$ cat config.mk
export PLATFORM = sky130hd
export DESIGN_NAME = serial_shift_ctrl
export DESIGN_NICKNAME = d
export VERILOG_FILES = /design/src/rtl/serial_shift_ctrl.sv
export SDC_FILE = /design/constraint.sdc
export NUM_CORES = 1
export LEC_CHECK = 0
export CAP_MARGIN = 25
export CORE_MARGIN = 10
export CORE_UTILIZATION = 44
export DETAILED_ROUTE_END_ITERATION = 8
export HOLD_SLACK_MARGIN = 0.08
export PLACE_DENSITY = 0.82
export SLEW_MARGIN = 20
export SYNTH_ARGS = -nofsm -noshare
export SYNTH_HDL_FRONTEND = slang
export SYNTH_SLANG_ARGS = --single-unit
$ cat constraint.sdc
create_clock -name clk -period 1.48 [get_ports clk]
set_input_delay 0.296 -clock clk [delete_from_list [all_inputs] [get_ports clk]]
set_output_delay 0.296 -clock clk [all_outputs]
set_load 0.05 [all_outputs]
$ cat src/rtl/serial_shift_ctrl.sv
// Purpose: frames a parallel word into a serial bit stream (ser_bit/ser_en with first/last markers).
// Latency: first bit one cycle after accept; frame_done one cycle after the last bit.
// Backpressure: in_ready low while shifting or gapping; with GAP=0 it rises on the last bit for gapless streaming.
module serial_shift_ctrl #(
    parameter int WIDTH     = 8,
    parameter int GAP       = 0,
    parameter bit MSB_FIRST = 1'b1
) (
    input  logic             clk,
    input  logic             rst_n,
    input  logic             in_valid,
    output logic             in_ready,
    input  logic [WIDTH-1:0] in_data,
    output logic             ser_bit,
    output logic             ser_en,
    output logic             ser_first,
    output logic             ser_last,
    output logic             busy,
    output logic             frame_done
);
    localparam int            CW     = (WIDTH > 1) ? $clog2(WIDTH) : 1;
    localparam logic [CW-1:0] LAST   = CW'(WIDTH - 1);
    localparam logic [7:0]    GAP_LD = 8'(GAP);

    typedef enum logic [1:0] {
        ST_IDLE  = 2'd0,
        ST_SHIFT = 2'd1,
        ST_GAP   = 2'd2
    } state_t;

    state_t           state;
    logic [CW-1:0]    bit_cnt;
    logic [WIDTH-1:0] sreg;
    logic [7:0]       gap_cnt;
    logic             last_bit;
    logic             accept;

    // Serial outputs decode directly from registered state, so reset clears them at once.
    assign last_bit  = (state == ST_SHIFT) && (bit_cnt == LAST);
    assign ser_en    = (state == ST_SHIFT);
    assign ser_first = ser_en && (bit_cnt == '0);
    assign ser_last  = last_bit;
    assign ser_bit   = ser_en && (MSB_FIRST ? sreg[WIDTH-1] : sreg[0]);
    assign busy      = (state != ST_IDLE);

    // Ready is held low while reset is asserted; without a gap the last bit doubles as an accept slot.
    assign in_ready  = rst_n && ((state == ST_IDLE) || (last_bit && (GAP == 0)));
    assign accept    = in_valid && in_ready;

    // Load/shift/gap sequencer with bit and gap counters.
    always_ff @(posedge clk or negedge rst_n) begin
        if (!rst_n) begin
            state      <= ST_IDLE;
            bit_cnt    <= '0;
            sreg       <= '0;
            gap_cnt    <= '0;
            frame_done <= 1'b0;
        end else begin
            frame_done <= last_bit;
            case (state)
                ST_IDLE: begin
                    if (accept) begin
                        sreg    <= in_data;
                        bit_cnt <= '0;
                        state   <= ST_SHIFT;
                    end
                end
                ST_SHIFT: begin
                    if (last_bit) begin
                        if (GAP == 0) begin
                            if (accept) begin
                                sreg    <= in_data;
                                bit_cnt <= '0;
                                state   <= ST_SHIFT;
                            end else begin
                                sreg    <= '0;
                                bit_cnt <= '0;
                                state   <= ST_IDLE;
                            end
                        end else begin
                            sreg    <= '0;
                            bit_cnt <= '0;
                            gap_cnt <= GAP_LD;
                            state   <= ST_GAP;
                        end
                    end else begin
                        bit_cnt <= bit_cnt + CW'(1);
                        if (MSB_FIRST) begin
                            sreg <= {sreg[WIDTH-2:0], 1'b0};
                        end else begin
                            sreg <= {1'b0, sreg[WIDTH-1:1]};
                        end
                    end
                end
                ST_GAP: begin
                    // Gap occupies exactly gap_cnt cycles, counted down to 1.
                    if (gap_cnt <= 8'd1) begin
                        gap_cnt <= '0;
                        state   <= ST_IDLE;
                    end else begin
                        gap_cnt <= gap_cnt - 8'd1;
                    end
                end
                default: begin
                    state <= ST_IDLE;
                end
            endcase
        end
    end
endmodule
== Word-level counts from Yosys, hierarchy flattened ==
Index checks and enable logic that the tools add are counted.
Widths: inputs -> output; s select.

* Muxes and demuxes: 13
* $add $sub $neg: 2
* Equal/unequal tests: 6
* Reductions and logical operators: 12
* Order comparisons: 1

{| class="wikitable"
|+ Operators by type and width
! cell !! number
|-
| $mux 8 || 4
|-
| $pmux 8 s2 || 1
|-
| $le 8x1->1 const B || 1
|-
| $sub 8x1->8 const B || 1
|-
| $mux 2 || 3
|-
| $mux 3 || 2
|-
| $pmux 2 s3 || 1
|-
| $pmux 3 s2 || 1
|-
| $logic_and 1x1->1 || 5
|-
| $ne 2x2->1 const B || 2
|-
| $reduce_bool 2->1 || 2
|-
| $add 3x1->3 const B || 1
|-
| $eq 3x3->1 const B || 1
|-
| $logic_not 3->1 || 1
|-
| $reduce_and 3->1 || 1
|-
| $eq 2x1->1 const B || 1
|-
| $eq 2x2->1 const B || 1
|-
| $logic_not 2->1 || 1
|-
| $ne 2x1->1 const B || 1
|-
| $reduce_and 2->1 || 1
|-
| $logic_or 1x1->1 || 1
|-
| $mux 1 || 1
|}

* Word-level logic and storage cells: 39
* Output and inout bits: 7
* Flip-flop bits (word level): 22

== Longest topological paths before layout ==
* Word-level depth: 8
* Depth in mapped cells: 6

== Least setup slack after synthesis ==
OpenSTA, ideal clock, no wires.

* Kind: reg-to-output
* Start point: register bit_cnt[0]
* End point: output port in_ready
* Buffers on the path: 0
* Slack: -123 ps
* Arrival: 1307 ps
* Data required time: 1184 ps
* Cell stages (with the launch flop): 5
* Cell sequence: dfrtp_1 ha_1 ha_1 nand2b_1 and2_1

* Word-level cells in the longest chain between the ends: 4

{| class="wikitable"
|+ RTL lines
! element !! RTL line !! source
|-
| start, declared || 32 || <nowiki>logic [CW-1:0] bit_cnt;</nowiki>
|-
| start signal, assigned || 87 || <nowiki>bit_cnt <= bit_cnt + CW'(1);</nowiki>
|-
| $eq 3x3->1 || 39 || <nowiki>assign last_bit = (state == ST_SHIFT) && (bit_cnt == LAST);</nowiki>
|-
| $logic_and 1x1->1 || 39 ||
|-
| $logic_or 1x1->1 || 47 || <nowiki>assign in_ready = rst_n && ((state == ST_IDLE) || (last_bit && (GAP == 0)));</nowiki>
|-
| $logic_and 1x1->1 || 47 ||
|-
| end, declared || 12 || <nowiki>output logic in_ready,</nowiki>
|}

No other way between the ends.

== Final worst setup path ==
Same ends and word-level chain as after synthesis.

==> run metrics <==
outcome finished with violations; violated checks negative setup slack; WL per Instance 15.6 um; TritonCTS clock tree built; Hold Violations, Final 0; LEAKAGE 0.562 nW; Reg clk slew, reported paths 0.08 ns; synth top area cells dfrtp_1 52%, a22o_1 9.8%, a21o_1 9.6%, ha_1 6.0%, a22o_2 3.2%; Setup-failing EPs final 13; GPL Wtd Cong around 0.8; share of power burned in registers 28.0%; Vias/cell 5.30; via count between 500 and 600; Cell Pwr Density 2010 nW/um^2; Post-Syn Area roughly 630 um^2; Clock Latency Late Sink about 0.27 ns; clock sink count 13; post-route worst setup slack -0.287 ns; DP HPWL around 1.1 mm; grt ovf 0; Pint 0.00134 W; library cells used by synthesis 17; Hold/Removal Path Class input port to asynchronous set/reset pin; Overall Power 0.00214 W; Placed Instances 91; Fmax 566 MHz; CTS max path bufs 2; die area 3340 um^2; max_cap viols 0; Top Ports 18; cts hold-fix bufs 0; sw frac between 30% and 40%; DRC 0; CP cell instances ha_2, ha_4, nand2b_4, and2_4, buf_12; FF+latch count, synth 13; VDD IR max 997 uV; Initial Util 47.7%; Worst Path Max Fanout 3; H-tree Lvls 1; arrival time worst endpoint 1.47 ns; largest net degree at the start of global routing 9; initial antenna violation count 0; Clk pwr share approximately a tenth; post-layout min period 1.77 ns; Hold WS around 0.44 ns; post-layout util around 81%; Setup CP Type flip-flop to primary output; Area Overhead vs Synth 69.7%; drt initial violations 12; Setup Skew just over 0.004 ns; Die H 57.8 um; Startpoint Class flip-flop; first-pass GRT wire length approximately 2.7 mm; Synth Area per Inst 12.6 um^2; syn nets 64; row count 13; GRT Util Overall 9.56%; Root Driver clkbuf_4; crit end category primary output; post-route antenna net violation count 0; Worst Tran Pin Value 0.208 ns; port bufs 17; core area 1320 um^2; share of cells above drive strength 1 48.8%; Rel. slew slack between 80% and 90%; largest stage delay on the critical path just over 0.4 ns; Seq/Total Area, Yosys roughly half; proportion of power drawn by combinational gates 61.7%; top cell type by total area after synthesis dfrtp_1; slowest CP cell dfrtp_1; die width 57.8 um; fin. max-slew vios 0; 1st-pass router iterations 4; top cell type's share of synthesized area 51.8%; RSZ-0062 raised after global routing true; CTS Buf Count 3; routed wire length 1.55 mm; vias in the first global route a little under 600; Synth warnings 0; # diodes 0; Crit path required time 1.18 ns; cells after synthesis 50; Non-Filler Instances 99; Final #Nets 99; net switching power 0.000795 W; period utilization 119%
[synth_stat cells]
cell,instances
buf_4,1
a21o_1,8
buf_6,1
nor2b_4,1
and2_2,2
nand2_1,3
and2_1,1
a22o_1,7
inv_1,2
nor2_4,1
and3b_2,2
a22o_2,2
o21ai_0,1
nand2b_1,1
dfrtp_1,13
a21oi_2,1
ha_1,3
[stage by stage]
step | instance area [um^2] | setup TNS (ns) | worst slack (ns)
after global routing | 1070 | -2.25 | -0.334
after CTS | 1020 | -0.701 | -0.265
after floorplan | 631 | 0 | 0.000796
final | 1070 | -1.50 | -0.287
after detailed placement | 941 | -0.470 | -0.0836
after global placement | 941 | -0.324 | -0.0701
[flip-flops by register name (all words and copies together) (netlist names)]
signal,count
bit_cnt,3
frame_done,1
sreg,8
state,1
[cell type report]
class	count	area, um^2
Clock buffer	4	26.3
Fill cell	83	251
Multi-Input combinational cell	33	322
Sequential cell	13	327
Inverter	2	10.0
Tap cell	15	18.8
Timing Repair Buffer	32	363
[per-layer routing]
metal	wire length [um]	part of all wire [%]	vias up	global-route usage [%]
met5	0	0	-	0
met4	10	0.65	0	2.01
met3	113	7.3	2	4.58
met2	764	49	18	15.8
met1	658	43	258	10.9
li1	-	-	247	-
[timing repair]
item | CTS | global route
buffers inserted | 4 | 1
pin swaps | 2 | 10
resized for setup | 7 | 9
setup endpoints to repair | 10 | 14
[cells by family after synthesis]
logic type / after synthesis / share of synthesized area (%)
AOI/OAI and AO/OA: 19 / 24.7
adders and majority gates: 3 / 5.98
buffers and inverters: 4 / 4.18
DFF: 13 / 51.8
and+or+nand+nor: 11 / 13.3
[placed cells by master, fill, tap and decap left out, drive strengths merged]
master,count
a22o,9
nand2,3
ha,3
nor2b,1
and3b,2
nand2b,1
a21o,8
dfrtp,13
clkbuf,4
nor2,1
inv,2
clkdlybuf4s50,10
o21ai,1
a21oi,1
and2,3
buf,22
[critical path, delay by kind of cell, from the launching register on]
kind                       cells  cell delay (ns)
DFF                            1             0.41
adders and majority gates      2             0.36
and+or+nand+nor                2             0.28
buffers and inverters          1             0.14
[power by group through the flow]
| stage | Clock (W) | Combinational (W) | Sequential (W) |
|---|---|---|---|
| 2_1_floorplan | 0 | 0.000577 | 0.000609 |
| 3_3_place_gp | 0 | 0.00106 | 0.000574 |
| 3_5_place_dp | 0 | 0.00108 | 0.000581 |
| 4_1_cts | 0.000226 | 0.00120 | 0.000588 |
| 5_1_grt | 0.000245 | 0.00140 | 0.000614 |
| 6_report | 0.000221 | 0.00132 | 0.000599 |
[final timing paths]
kind	from	end	slack, ns	depth (start not counted)
worst max register to register	bit_cnt[0]$_DFFE_PN0P_	sreg[7]$_DFFE_PN0P_	-0.13	8
worst min register to register	sreg[6]$_DFFE_PN0P_	sreg[6]$_DFFE_PN0P_	0.59	2
min in group clk	sreg[6]$_DFFE_PN0P_	sreg[6]$_DFFE_PN0P_	0.59	2
worst min-delay path	rst_n	sreg[1]$_DFFE_PN0P_	0.44	2
max in group asynchronous	rst_n	state[0]$_DFFE_PN0P_	0.89	2
worst max-delay path	bit_cnt[0]$_DFFE_PN0P_	in_ready	-0.29	5
No activity file was read; power rests on OpenSTA's default activity.
